File: config.mk
export PLATFORM = sky130hd
export DESIGN_NAME = inst_fetch
export DESIGN_NICKNAME = d
export VERILOG_FILES = /design/src/rtl/inst_fetch.sv
export SDC_FILE = /design/constraint.sdc
export NUM_CORES = 1
export LEC_CHECK = 0
export BUFFER_PORTS_ARGS = -buffer_cell sky130_fd_sc_hd__buf_2
export CAP_MARGIN = 25
export CORE_AREA = 2 2 147 106
export DETAILED_ROUTE_END_ITERATION = 6
export DIE_AREA = 0 0 149 108
export PLACE_DENSITY_LB_ADDON = 0.12
export SYNTH_ARGS = -nofsm -noshare
export SYNTH_HDL_FRONTEND = slang
export SYNTH_SLANG_ARGS = --single-unit
File: constraint.sdc
create_clock -name clk -period 4.5 [get_ports clk]
set_input_delay 0.225 -clock clk [delete_from_list [all_inputs] [get_ports clk]]
set_output_delay 0.225 -clock clk [all_outputs]
set_load 0.01 [all_outputs]
File: src/rtl/inst_fetch.sv
// Instruction-fetch stage: owns the PC, issues ROM requests, buffers returned
// words in a 2-entry FIFO and hands {pc, inst} pairs to decode over valid/ready.
module inst_fetch #(
  parameter logic [31:0] RESET_PC = 32'h0000_0000
) (
  input  logic        clk,
  input  logic        rst,
  output logic        rom_ce_o,
  output logic [31:0] inst_addr_o,
  input  logic [31:0] inst_i,
  output logic        id_valid_o,
  input  logic        id_ready_i,
  output logic [31:0] id_pc_o,
  output logic [31:0] id_inst_o,
  input  logic        redirect_i,
  input  logic [31:0] redirect_pc_i
);

  logic [31:0] pc;
  logic        inflight;
  logic [31:0] inflight_pc;

  logic [31:0] fifo_pc   [2];
  logic [31:0] fifo_inst [2];
  logic        wr_ptr;
  logic        rd_ptr;
  logic [1:0]  count;

  logic        pop;
  logic        push;
  logic        issue;
  logic [2:0]  occupancy;

  assign pop = id_valid_o & id_ready_i;

  // Slots committed after this edge; a new request only fits if fewer than two
  // words would remain buffered or outstanding, so the FIFO can never overflow.
  assign occupancy = {1'b0, count} + {2'b00, inflight} - {2'b00, pop};
  assign issue     = !rst && !redirect_i && (occupancy < 3'd2);
  assign push      = inflight && !redirect_i;

  assign rom_ce_o    = issue;
  assign inst_addr_o = pc;

  assign id_valid_o = (count != 2'd0);
  assign id_pc_o    = id_valid_o ? fifo_pc[rd_ptr]   : 32'h0;
  assign id_inst_o  = id_valid_o ? fifo_inst[rd_ptr] : 32'h0;

  always_ff @(posedge clk) begin
    if (rst) begin
      pc          <= RESET_PC;
      inflight    <= 1'b0;
      inflight_pc <= 32'h0;
      count       <= 2'd0;
      wr_ptr      <= 1'b0;
      rd_ptr      <= 1'b0;
    end else if (redirect_i) begin
      // Flush drops buffered words, the outstanding response and any pop.
      pc       <= {redirect_pc_i[31:2], 2'b00};
      inflight <= 1'b0;
      count    <= 2'd0;
      wr_ptr   <= 1'b0;
      rd_ptr   <= 1'b0;
    end else begin
      inflight <= issue;
      if (issue) begin
        inflight_pc <= pc;
        pc          <= pc + 32'd4;
      end
      if (push) begin
        wr_ptr <= ~wr_ptr;
      end
      if (pop) begin
        rd_ptr <= ~rd_ptr;
      end
      count <= count + {1'b0, push} - {1'b0, pop};
    end
  end

  // Payload storage needs no reset; validity is tracked by count alone.
  always_ff @(posedge clk) begin
    if (!rst && push) begin
      fifo_pc[wr_ptr]   <= inflight_pc;
      fifo_inst[wr_ptr] <= inst_i;
    end
  end

endmodule

Word-level counts from Yosys, hierarchy flattened
Memories as Yosys holds them, arrays and structs flattened. A register that Yosys moved wholly into a read port is not among the register bits.
Cells that the tools add are included.
- bitwise gates (word level): 4
- multiplexer cells: 10
- $add $sub $neg: 5
- reductions and logical operators: 10
- $lt $le $gt $ge: 1
- operators by type and width (cell ; count):
    $mux 32 ; 4
    $add 32x3->32 const B ; 1
    $mux 1 ; 6
    $logic_and 1x1->1 ; 4
    $reduce_bool 2->1 ; 2
    $add 2x1->3 ; 1
    $lt 3x2->1 const B ; 1
    $not 1->1 ; 3
    $sub 3x1->3 ; 1
    $add 2x1->2 ; 1
    $logic_not 1->1 ; 2
    $reduce_and 2->1 ; 1
    $reduce_or 2->1 ; 1
    $sub 2x1->2 ; 1
    $and 1x1->1 ; 1
- memory bits (writable): 128
- register bits after elaboration: 69
- memories: 2
- output and inout port bits: 98
- logic and storage cells: 39
- input port bits: 68
- memory list (name ; depth ; bits a word ; rd ports ; clocked after memory_dff ; wr ports ; RTL line ; RTL):
    fifo_inst ; 2 ; 32 ; 1 ; 1 ; 1 ; 24 ; logic [31:0] fifo_inst [2];
    fifo_pc ; 2 ; 32 ; 1 ; 1 ; 1 ; 23 ; logic [31:0] fifo_pc [2];

Depth between registers and ports, before layout
- depth in word-level cells: 7
- depth in mapped cells: 10
- mapped depth without buffers: 10

Least setup slack after synthesis
OpenSTA, ideal clock, no wires.
- path kind: input-to-reg
- start point: input port redirect_i
- end point: memory fifo_inst[0][0] (enable)
- buffers on the path: 0
- data arrival time: 3.185 ns
- data required time: 4.018 ns
- library setup time: 0.482 ns
- path slack: 0.833 ns
- stages on the path: 3
- path through: nor2_1 nand2_1 nor2_1
- longest elaborated chain between the ends: 5
- ends and longest elaborated chain (item ; RTL line ; RTL):
    from (decl) ; 15 ; input logic redirect_i,
    $logic_not 1->1 ; 40 ; assign push = inflight && !redirect_i;
    $logic_and 1x1->1 ; 40 ;
    $logic_and 1x1->1 ; 82 ; if (!rst && push) begin
    $mux 1 ; 82 ;
    $mux 1 (not written as such) ; 84 ; fifo_inst[wr_ptr] <= inst_i;
    to (decl) ; 24 ;
Every way passes these cells.

Worst setup path in the final report
- start point: register count[1]
- end point: output port rom_ce_o
- longest elaborated chain between the ends: 5
- ends and longest elaborated chain (item ; RTL line ; RTL):
    from (decl) ; 27 ; logic [1:0] count;
    from (signal assigned) ; 76 ; count <= count + {1'b0, push} - {1'b0, pop};
    branches (longest 2 deep; another with $add 2x1->3) ; - ;
    $sub 3x1->3 (*) ; 38 ; assign occupancy = {1'b0, count} + {2'b00, inflight} - {2'b00, pop};
    $lt 3x2->1 (*) ; 39 ; assign issue = !rst && !redirect_i && (occupancy < 3'd2);
    $logic_and 1x1->1 (*) ; 39 ;
    to (decl) ; 8 ; output logic rom_ce_o,
Every way passes the cells marked *.

==> impl_summary.md <==
Status
The flow ran to the end, and the final reports show no timing, DRC or antenna violations.

Floorplan
The total die area is 0.01609 mm2. The number of ports placed on the die boundary is between 150 and 200. The vertical extent of the die is between 100 and 150 um. The chip width is around 150 um.

After floorplanning, the core was divided into 37 placement rows. The placeable core region is around 0.015 mm2. The initial core utilization is 0.5331.

Finish
The post-synthesis to final-layout area growth is 24.95%. Leaving out fill and tap cells, the most frequent cell in the layout is buf_2. For this run, the share of the core covered by cells in the final layout is 0.6660. In the layout the commonest cells are 159 x buf_2, 124 x edfxtp_1, 88 x nand2_1.

The repair_antennas step left the layout with diodes totalling 0. For this run, the post-layout net count is between 800 and 900. Excluding fillers, the count of instances in the completed layout stands at 1036. After routing the design area is approximately 0.0097 mm2. Counting the fill cells in the layout gives approximately 1100. The fraction of final layout cells with drive strength greater than 1 is 0.2533.

Clocking
The clock transition time at the flip-flop clock pins of the worst setup and hold paths is 0.07 ns. The TritonCTS clock tree is done. The number of sinks driven by the clock tree is 190. The later pin in the worst-skew pair is clocked with a latency of around 0.43 ns. The total number of H-tree levels is 4. The clock tree buffer depth is 2. The post-cts gate resize count is 0.

The root buffer cell is clkbuf_16. Buffers inserted during clock tree synthesis total 17.

STA
Setup repair after global routing left no endpoint under its margin. The count of endpoints failing setup in the final report is 0. For the final routed database, the setup TNS stands at 0 ns. In this run the tightest slew margin relative to its limit is 0.4236. For this run, the top clock speed supported by timing is ~270 MHz.

The final period demand of the worst path is 3.669 ns. Clock skew on the completed layout was measured at between 0.008 and 0.009 ns. The final clock period utilization by the worst path is 0.8154. The max-slew violation count is 0. The final hold slack is 0.04850 ns. The transition time of the tightest slew-check pin is 0.8646 ns.

The final hold violation count is 0.

Yosys
The count of synthesis-stage warnings from yosys is 0. Among all flip-flop cells after synthesis, the most frequent one is edfxtp_1. The proportion of netlist area held by the largest area contributor is 0.4805. The synthesized design spends more area on one cell type than any other, namely edfxtp_1. After synthesis, the netlist uses between 40 and 50 different library cells.

The mapped netlist covers 0.007749 mm2. The sequential area share after synthesis is 0.6511. Of all flip-flops after synthesis, the portion carrying an async set or reset was 0.

In the post-synthesis netlist, the biggest area contributors are edfxtp_1 48%, dfxtp_1 17%, mux2i_1 8.3%. The synthesized area divided by synthesized cell count is between 10 and 15 um2. In this run, synthesis produced a sequential element count of between 150 and 200. The number of enable-type register cells in the synthesized netlist is ~120. In the synthesized netlist, the number of instances is approximately 650.

Critical path
The critical path is of the reg -> out type. For this run, the slowest stage of the critical path takes 0.58 ns. The worst setup path is captured at an output pin. The number of cells on the worst reg-to-reg path is 9. STA classifies the critical path startpoint as a flop. Along the worst path, the maximum fanout reaches 26. The slowest stage of the critical path belongs to the cell dfxtp_1. The critical path contains buffers and inverters numbering 3 combined. In this run the critical register-to-register path is launched from count[1]$_SDFF_PP0_. The cell depth of the worst setup path is 9. The critical path goes through nand2_1 -> nor2_1 -> o21ai_0 -> fa_1 -> xnor2_4 -> nand3_4 -> inv_1 -> buf_4 -> buf_2.

The most critical setup path has its endpoint at rom_ce_o. The destination of the worst register-to-register timing path is inst_addr_o[15]$_SDFFE_PP0P_. In this design, the largest share of critical-path delay is due to buffers and inverters. The origin of the worst setup path is count[1]$_SDFF_PP0_. For the worst setup path, the data arrival time is 3.44 ns.

STA puts the critical path data required time at ~4.3 ns. For flop-to-flop paths, the worst setup slack is ~1.3 ns.

Routing
Summed over all layers, the routed wires come to ~17000 um. The routed layout has roughly 5400 vias. In the final routed layout, each cell accounts on average for 16.75 um. The first detailed-routing pass ran for 5 iterations. The number of nets with antenna violations after routing is 0.

After the first detailed-routing iteration, the DRC count stood at 385. After detailed routing, the number of vias per cell comes to approximately 5.3. The post-detailed-route DRC marker count is 0.

Global route
The first global-routing pass estimated roughly 27000 um of wire. The via count of the first global-routing pass is 5330. Across every metal layer, demand over resource in global routing totals 0.2201. The total overflow reported by the global router is 0. Entering global routing, the biggest net connects 65 pins. The number of antenna violations at the first check in global routing is 0.

Place
The count of port buffers added during placement is ~160. Once detailed placement completed, the half-perimeter wirelength came to 11090 um. The weighted congestion reported at the end of routability-driven placement is 0.8128.

The number of placed instances, taps included is around 970. Once placement finished, the instance area stood at 0.008727 mm2.

Hold path
The startpoint of the worst hold path is redirect_pc_i[4]. The type of the worst min-delay path is in -> reg.

Job
The max-capacitance violation count is 0.

Power
The leakage dissipation is approximately 0.0036 uW. The total power divided by cell area is 389.0 mW/mm2. The maximum resistive drop on vdd is 0.0002560 V.
==> worst reg2reg max path, stage by stage, from the launching register on <==
cell and delay (ns):
dfxtp_1 0.58, nand2_1 0.11, nor2_1 0.19, o21ai_0 0.17
fa_1 0.48, xnor2_4 0.34, nand3_4 0.27, or3_4 0.49
or3_1 0.32, a31oi_1 0.15
==> cell families (layout without fill, tap and decap cells) <==
| group | count (synthesis) | in the layout | share of synthesized area |
|---|---|---|---|
| simple gates | 238 | 238 | 0.1421 |
| flops | 190 | 190 | 0.6511 |
| compound gates | 74 | 74 | 0.05668 |
| mux | 66 | 66 | 0.08558 |
| buf+inv | 50 | 241 | 0.02761 |
| xor+xnor | 25 | 25 | 0.03068 |
| fa+ha+maj | 3 | 3 | 0.005813 |
| other cells | 1 | 4 | 0.0004840 |
==> registers in the layout, summed over array words and instances (netlist names), named ones only <==
register and count:
fifo_inst 64, wr_ptr 1, count 2, rd_ptr 1, fifo_pc 60, inst_addr_o 30, inflight 1, inflight_pc 30
==> where the power goes <==
| part | internal (uW) | leakage [uW] | switching, uW |
|---|---|---|---|
| sequential | 1890 | 0.00172 | 43.6 |
| combinational | 102 | 0.00158 | 131 |
| clock | 943 | 0.000301 | 657 |
| total | 2940 | 0.00361 | 831 |
==> synthesized netlist by cell type (8+ instances only) <==
| cell | n |
|---|---|
| clkbuf_1 | 24 |
| xnor2_1 | 17 |
| nand4_1 | 12 |
| nand2_1 | 88 |
| nand3_1 | 11 |
| nor2_1 | 81 |
| a211oi_1 | 11 |
| nor4_1 | 9 |
| inv_1 | 9 |
| edfxtp_1 | 124 |
| and2_1 | 8 |
| mux2i_1 | 64 |
| a21oi_1 | 45 |
| dfxtp_1 | 66 |
==> stage by stage <==
stage / power (uW) / worst slack [ns]
after detailed placement: 2183 / 1.271
after floorplan: 2083 / 0.8335
after CTS: 3790 / 0.8031
after global routing: 3886 / 0.5783
final: 3767 / 0.8308
after global placement: 2175 / 1.433
==> layer usage <==
metal,GRT usage,wire length (um)
met5,0,0
met4,0.08027,267
met3,0.05063,966
met2,0.3443,7985
met1,0.3046,8135
==> repair_timing <==
item,in CTS,in global routing
buffers inserted,0,0
hold buffers,32,0
hold endpoints to repair,64,0
endpoints found under the setup margin,0,0
==> cell type report <==
cell class,instances,area [um2],area share
Clock buffer,18,429.2,0.04433
Clock inverter,14,205.2,0.02119
Inverter,9,33.78,0.003489
Multi-Input combinational cell,410,2517,0.2600
Sequential cell,190,5049,0.5215
Tap cell,195,244.0,0.02520
Timing Repair Buffer,200,1204,0.1243
==> worst min-delay path by stage <==
stage / endpoint / slack [ns] / cells past startpoint
2_1_floorplan: fifo_inst[0][0]$_DFFE_PP_ / 0.32 / 0
3_3_place_gp: fifo_inst[1][4]$_DFFE_PP_ / 0.41 / 1
3_5_place_dp: fifo_inst[0][3]$_DFFE_PP_ / 0.42 / 1
4_1_cts: inst_addr_o[4]$_SDFFE_PP0P_ / 0.03 / 3
5_1_grt: inst_addr_o[6]$_SDFFE_PP0P_ / 0.05 / 3
6_report: inst_addr_o[4]$_SDFFE_PP0P_ / 0.05 / 3
No activity file was read; power rests on OpenSTA's default activity.
